===== src/rtl/majority_vote_pkg.sv =====
// Shared types and defaults for the serial majority-vote sequencer.
package majority_vote_pkg;

  // Default width of the delivered-decision counter.
  localparam int unsigned CntWDefault = 8;

  // Ballot sequencer states: collecting vote 0/1/2, then holding the result.
  typedef enum logic [1:0] {
    S_V0,
    S_V1,
    S_V2,
    S_RES
  } state_e;

endpackage


===== src/rtl/majority3.sv =====
// Three-input pair/triple (majority) detector, written as plain gates so that
// an unknown input is masked whenever the other two inputs agree.
module majority3 (
  input  logic in0,
  input  logic in1,
  input  logic in2,
  output logic out
);

  assign out = (in0 & in1) | (in0 & in2) | (in1 & in2);

endmodule


===== src/rtl/majority_vote_ctrl.sv =====
// Collects three serial votes, presents a registered majority decision on a
// val/rdy stream, and counts decisions taken by the consumer.
module majority_vote_ctrl
  import majority_vote_pkg::*;
#(
  parameter int unsigned CNT_W = CntWDefault
) (
  input  logic             clk,
  input  logic             rst_n,
  input  logic             vote_val,
  output logic             vote_rdy,
  input  logic             vote_bit,
  input  logic             abort,
  output logic             res_val,
  input  logic             res_rdy,
  output logic             res_out,
  output logic             res_unan,
  output logic [CNT_W-1:0] count
);

  state_e           state_q, state_d;
  logic [2:0]       votes_q, votes_d;
  logic [CNT_W-1:0] count_q, count_d;
  logic             vote_fire;
  logic             maj;
  logic             unan;

  // Ready is state-decoded; reset gates it so nothing is offered mid-reset.
  assign vote_rdy  = rst_n & (state_q != S_RES);
  assign vote_fire = vote_val & (state_q != S_RES);

  // Next-state, vote capture and counter update.
  always_comb begin
    state_d = state_q;
    votes_d = votes_q;
    count_d = count_q;
    unique case (state_q)
      S_V0: begin
        // Abort here only clears the ballot; a same-cycle vote still lands in v0.
        if (abort) votes_d = 3'b000;
        if (vote_fire) begin
          votes_d[0] = vote_bit;
          state_d    = S_V1;
        end
      end
      S_V1: begin
        if (abort) begin
          votes_d = 3'b000;
          state_d = S_V0;
        end else if (vote_fire) begin
          votes_d[1] = vote_bit;
          state_d    = S_V2;
        end
      end
      S_V2: begin
        if (abort) begin
          votes_d = 3'b000;
          state_d = S_V0;
        end else if (vote_fire) begin
          votes_d[2] = vote_bit;
          state_d    = S_RES;
        end
      end
      S_RES: begin
        // Decision is committed: abort is ignored, only the consumer releases it.
        if (res_rdy) begin
          state_d = S_V0;
          count_d = count_q + CNT_W'(1);
        end
      end
      default: state_d = S_V0;
    endcase
  end

  // State, vote and counter registers with synchronous active-low reset.
  always_ff @(posedge clk) begin
    if (!rst_n) begin
      state_q <= S_V0;
      votes_q <= 3'b000;
      count_q <= '0;
    end else begin
      state_q <= state_d;
      votes_q <= votes_d;
      count_q <= count_d;
    end
  end

  majority3 u_majority3 (
    .in0 (votes_q[0]),
    .in1 (votes_q[1]),
    .in2 (votes_q[2]),
    .out (maj)
  );

  // Unanimity; the xor-with-itself term is logically zero but carries an
  // unknown from any vote so the flag never hides an X ballot.
  assign unan = ((votes_q[0] ~^ votes_q[1]) & (votes_q[1] ~^ votes_q[2]))
                ^ ((^votes_q) ^ (^votes_q));

  // Output decode: decision fields are forced low outside the result state.
  assign res_val  = (state_q == S_RES);
  assign res_out  = res_val & maj;
  assign res_unan = res_val & unan;
  assign count    = count_q;

endmodule


===== config.mk =====
export PLATFORM = sky130hd
export DESIGN_NAME = majority_vote_ctrl
export DESIGN_NICKNAME = d
export VERILOG_FILES = /design/src/rtl/majority_vote_pkg.sv /design/src/rtl/majority3.sv /design/src/rtl/majority_vote_ctrl.sv
export SDC_FILE = /design/constraint.sdc
export NUM_CORES = 1
export LEC_CHECK = 0
export ABC_AREA = 0
export BUFFER_PORTS_ARGS = -buffer_cell sky130_fd_sc_hd__buf_2
export CAP_MARGIN = 10
export CORE_MARGIN = 4
export CORE_UTILIZATION = 40
export DETAILED_ROUTE_END_ITERATION = 8
export SYNTH_ARGS = -nofsm -noshare
export SYNTH_HDL_FRONTEND = slang
export SYNTH_HIERARCHICAL = 1
export SYNTH_SLANG_ARGS = --single-unit

===== constraint.sdc =====
create_clock -name clk -period 2.05 [get_ports clk]
set_clock_uncertainty 0.1 [all_clocks]
set_input_delay 0.205 -clock clk [delete_from_list [all_inputs] [get_ports clk]]
set_output_delay 0.205 -clock clk [all_outputs]
set_load 0.03 [all_outputs]

* Word level (Yosys, flattened, before mapping)
Cells that the tools add are included.
** Word-level totals
- Register bits :: 13
- Latch bits :: 0
- Bits in writable memories :: 0
- Bits in read-only memories :: 0
- Bits of input ports :: 6
- Logic and storage cells :: 51
- Memories kept :: 0
** Operators by class
- $add $sub $neg :: 1
- Multiply operators :: 0
- Divide/modulo/power cells :: 0
- Magnitude comparators :: 0
- Equal/unequal tests :: 12
- Shift-type cells :: 0
- Multiplexer cells :: 14
- Bitwise operators :: 12
- Reduce and logical (&&, ||, !) cells :: 7
** Operator list (number)
- AND reduction 4 bit :: 4
- two-way mux 2 bit :: 7
- inequality test 2 bit, second input constant :: 5
- inequality test 3 bit, second input constant :: 3
- case mux 3 bit (3 select lines) :: 1
- adder 8 x 1 -> 8 bit, second input constant :: 1
- AND 1 bit :: 8
- case mux 2 bit (4 select lines) :: 1
- equality test 2 bit, second input constant :: 2
- two-way mux 1 bit :: 4
- two-way mux 3 bit :: 1
- nonzero test 3 bit :: 1
- equality test 2 x 1 -> 1 bit, second input constant :: 1
- logical NOT 2 bit :: 1
- inequality test 2 x 1 -> 1 bit, second input constant :: 1
- bitwise OR 1 bit :: 2
- AND reduction 2 bit :: 1
- XNOR 1 bit :: 2

* Logic depth before layout (Yosys ltp)
- Depth after elaboration :: 5
- Depth in mapped cells :: 5
- Gate-level depth less buffers :: 5

* Cells and area by module
The synthesis kept the hierarchy.
** Modules (own cells, without submodules)
- majority_vote_ctrl :: instances 1, cells an instance 89, area an instance 768.2 um2, sequential area each 260.2 um2
- majority3 :: instances 1, cells an instance 1, area an instance 11.3 um2, sequential area each 0.0 um2

* Worst setup path before layout
Ideal clock, no wire load.
- Path kind :: reg2out
- Start :: register state_q[0]
- End :: output port res_unan
- Arrival :: 1634 ps
- Path slack :: 111 ps
- Stages on the path, launching flop included :: 3
- Path through :: dfxtp_1 -> ha_1 -> a21boi_0
** On the way
- Word-level cells in the longest chain between the ends :: 2
** RTL lines
- start: declaration :: RTL line majority_vote_ctrl.sv:21 : state_e state_q, state_d;
- start signal: assignment :: RTL line majority_vote_ctrl.sv:82 : state_q <= state_d;
- equality test 2 bit :: RTL line majority_vote_ctrl.sv:101 : assign res_val = (state_q == S_RES);
- named net res_val :: RTL line majority_vote_ctrl.sv:14 : output logic res_val,
- AND 1 bit :: RTL line majority_vote_ctrl.sv:103 : assign res_unan = res_val & unan;
- end: declaration :: RTL line majority_vote_ctrl.sv:17 : output logic res_unan,
The timed path passes the listed nets, and every way through them passes these cells.

* Final worst setup path
- Start :: register state_q[1]
- End :: output port vote_rdy
** On the way
- Word-level cells in the longest chain between the ends :: 2
** RTL lines
- inequality test 2 bit :: RTL line majority_vote_ctrl.sv:29 : assign vote_rdy = rst_n & (state_q != S_RES);
- AND 1 bit :: RTL line majority_vote_ctrl.sv:29
- end: declaration :: RTL line majority_vote_ctrl.sv:11 : output logic vote_rdy,
Every way passes these cells.

==> impl_results.md <==
* Slew margin rel. at 0.777
* Pwr Total at 0.505 mW
* Fillers at 167
* # rows at 15
* Vias per std cell at 5.04
* Die area at 2720 um^2
* Share of layout cells above drive strength 1 at 0.255
* GPL Wtd Cong at 0.827
* Status: complete, no violations
* Sw Pwr at 0.135 mW
* Hold crit path type: in2reg
* Clock share of power at 0.313
* Core area at 1780 um^2
* Vias in the first global route at 579
* ANT nets after route at 0
* CP Data Arrival Time at 1.50 ns
* Flop pwr share at 0.524
* Antenna Cells at 0
* Grt total ovfl at 0
* 1st-iter DRT viols at 6
* FF-to-FF Start: state_q[1]
* Setup crit start kind: flop
* Combinational Power Share at 0.163
* Vias at 680
* Tot GR Track Use at 0.133
* Setup slack, reg-to-reg at 0.25 ns
* Largest net degree at the start of global routing at 11
* Unrepaired setup endpoints after global routing: no
* Die Ht at 52.1 um
* Synth top area cells: dfxtp_1 33%, ha_1 11%, or3_1 4.8%
* Most frequent cells in the layout: 17 x buf_2, 13 x dfxtp_1, 9 x nand2_1, 7 x a21oi_1, 7 x ha_1
* Drt total wl at 1580 um
* CTS max path bufs at 2
* CTS Buf Count at 3
* Fin crit period at 1.80 ns
* Post-route DRC at 0
* Switching part of the total at 0.267
* Post-CTS Setup Inserts at 0
* Cell Area, Synth at 779 um^2
* Hold Violations, Final at 0
* Most common cell after layout, fill and taps aside: buf_2
* Post-synth EDFFs at 0
* R2R cell count at 4
* Worst Path Required at 1.75 ns
* Worst vdd ir at 321 uV
* Final TNS setup at 0 ns
* First-pass GRT wire length at 2680 um
* Hold buffer count at CTS at 0
* CP Class: reg2out
* Post-CTS Resized at 0
* Area leader, netlist: dfxtp_1
* Number of top-level pins at 18
* Leakage at 0.386 nW
* I/O Buffers at 17
* Cell Pwr Density at 550 nW/um^2
* Final setup violation count at 0
* Synth top area share at 0.334
* Pins Over Slew Limit at 0
* Async SR Flop Fraction at 0
* Crit path capture type: primary output
* Initial core utilization at 0.437
* Clock transition at path regs at 0.08 ns
* Avg Inst Size Synth at 8.66 um^2
* Post-Syn Instances at 90
* Chip Width at 52.1 um
* CTS root buffer: clkbuf_4
* Int Pwr at 0.370 mW
* Unique masters post-synth at 31
* H-Tree Level Count at 1
* Setup ws final at 0.247 ns
* DRT Pass-1 Iters at 4
* CP endpoint: vote_rdy
* Clock latency on the worst-skew pair at 0.27 ns
* Seq/Total Area, Yosys at 0.334
* Achievable clock frequency at 0.555 GHz
* Crit path from: state_q[1]
* CTS sink count at 13
* Area delta synth->final at 17.8%
* FF-to-FF End: count[7]
* Worst Path Max Fanout at 10
* CTS tree: done
* Max-cap viol count at 0
* Detail Placement HPWL at 1240 um
* Initial antenna violation count at 0
* Tcrit/Tclk final at 0.880
* Dominant register cell in the synthesized netlist: dfxtp_1
* Dpl ws at 0.271 ns
* Yosys Warn Count at 6
* Per-cell routed wire length at 11.7 um
* # nets final at 124
* Syn nets at 103
* Worst-Margin Slew at 0.334 ns
* Number of synthesized register bits at 13
==> synthesized netlist by cell type, drive strengths merged, types with 2 or more instances <==
master  number
dfxtp       13
or3          6
o22ai        2
or3b         2
nor2         2
inv          5
nand3        5
nor2b        2
mux2i        2
nand2        9
ha           7
a311oi       3
o31ai        2
a21oi        7
o21ba        3
o21ai        5
nand4        2
==> critical path: stages (launching register included) <==
cell and delay (ns):
dfxtp_1 0.41, ha_1 0.38, and2b_1 0.25, buf_2 0.18
==> sequential cells by signal (all words and copies together), names as in the netlist <==
name and cells:
votes_q 3, state_q 2, count 8
==> cell type report <==
cell class | count | area (um^2) | area share
Multi-Input combinational cell | 70 | 493 | 0.537
Sequential cell | 13 | 260 | 0.283
Timing Repair Buffer | 17 | 85.1 | 0.0926
Tap cell | 25 | 31.3 | 0.0341
Clock buffer | 4 | 26.3 | 0.0286
Inverter | 6 | 22.5 | 0.0245
==> how the worst min path moves through the flow <==
stage               startpoint       end  slack [ns]  cells past startpoint
floorplan              res_rdy  count[1]        0.27                      2
global placement      count[7]  count[7]        0.37                      2
detailed placement    count[7]  count[7]        0.37                      2
CTS                    res_rdy  count[1]        0.13                      3
global route           res_rdy  count[1]        0.14                      3
finish                 res_rdy  count[1]        0.14                      3
==> kinds of logic (layout without fill, tap and decap cells) <==
family,after synthesis,count (layout),share of synthesized area
AOI/OAI and AO/OA,24,24,0.205
DFF,13,13,0.334
adders and majority gates,8,8,0.127
xor gates and xnor gates,2,2,0.0225
buffers and inverters,7,27,0.0337
and+or+nand+nor,34,34,0.252
muxes,2,2,0.0257
==> power by group through the flow <==
stage	Combinational, mW	Sequential, mW	Clock (mW)
global route	0.0925	0.266	0.175
floorplan	0.0612	0.269	0
finish	0.0823	0.265	0.158
global placement	0.0827	0.270	0
detailed placement	0.0817	0.271	0
CTS	0.0822	0.265	0.167
==> per-layer routing <==
layer  track usage  vias up  routed length, um
li1              -      367                  -
met1         0.196      297                826
met2         0.180       12                655
met3        0.0516        4                 84
met4        0.0255        0                 17
met5             0        -                  0
==> per-stage QoR <==
stage | cells | instance area (um^2) | hold WS [ns] | utilization
finish | 135 | 918 | 0.141 | 0.515
global route | 135 | 918 | 0.144 | 0.515
detailed placement | 131 | 892 | 0.369 | 0.500
CTS | 135 | 918 | 0.125 | 0.515
global placement | 131 | 892 | 0.371 | 0.500
floorplan | 90 | 779 | 0.265 | -
(Power assumes the default switching activity.)
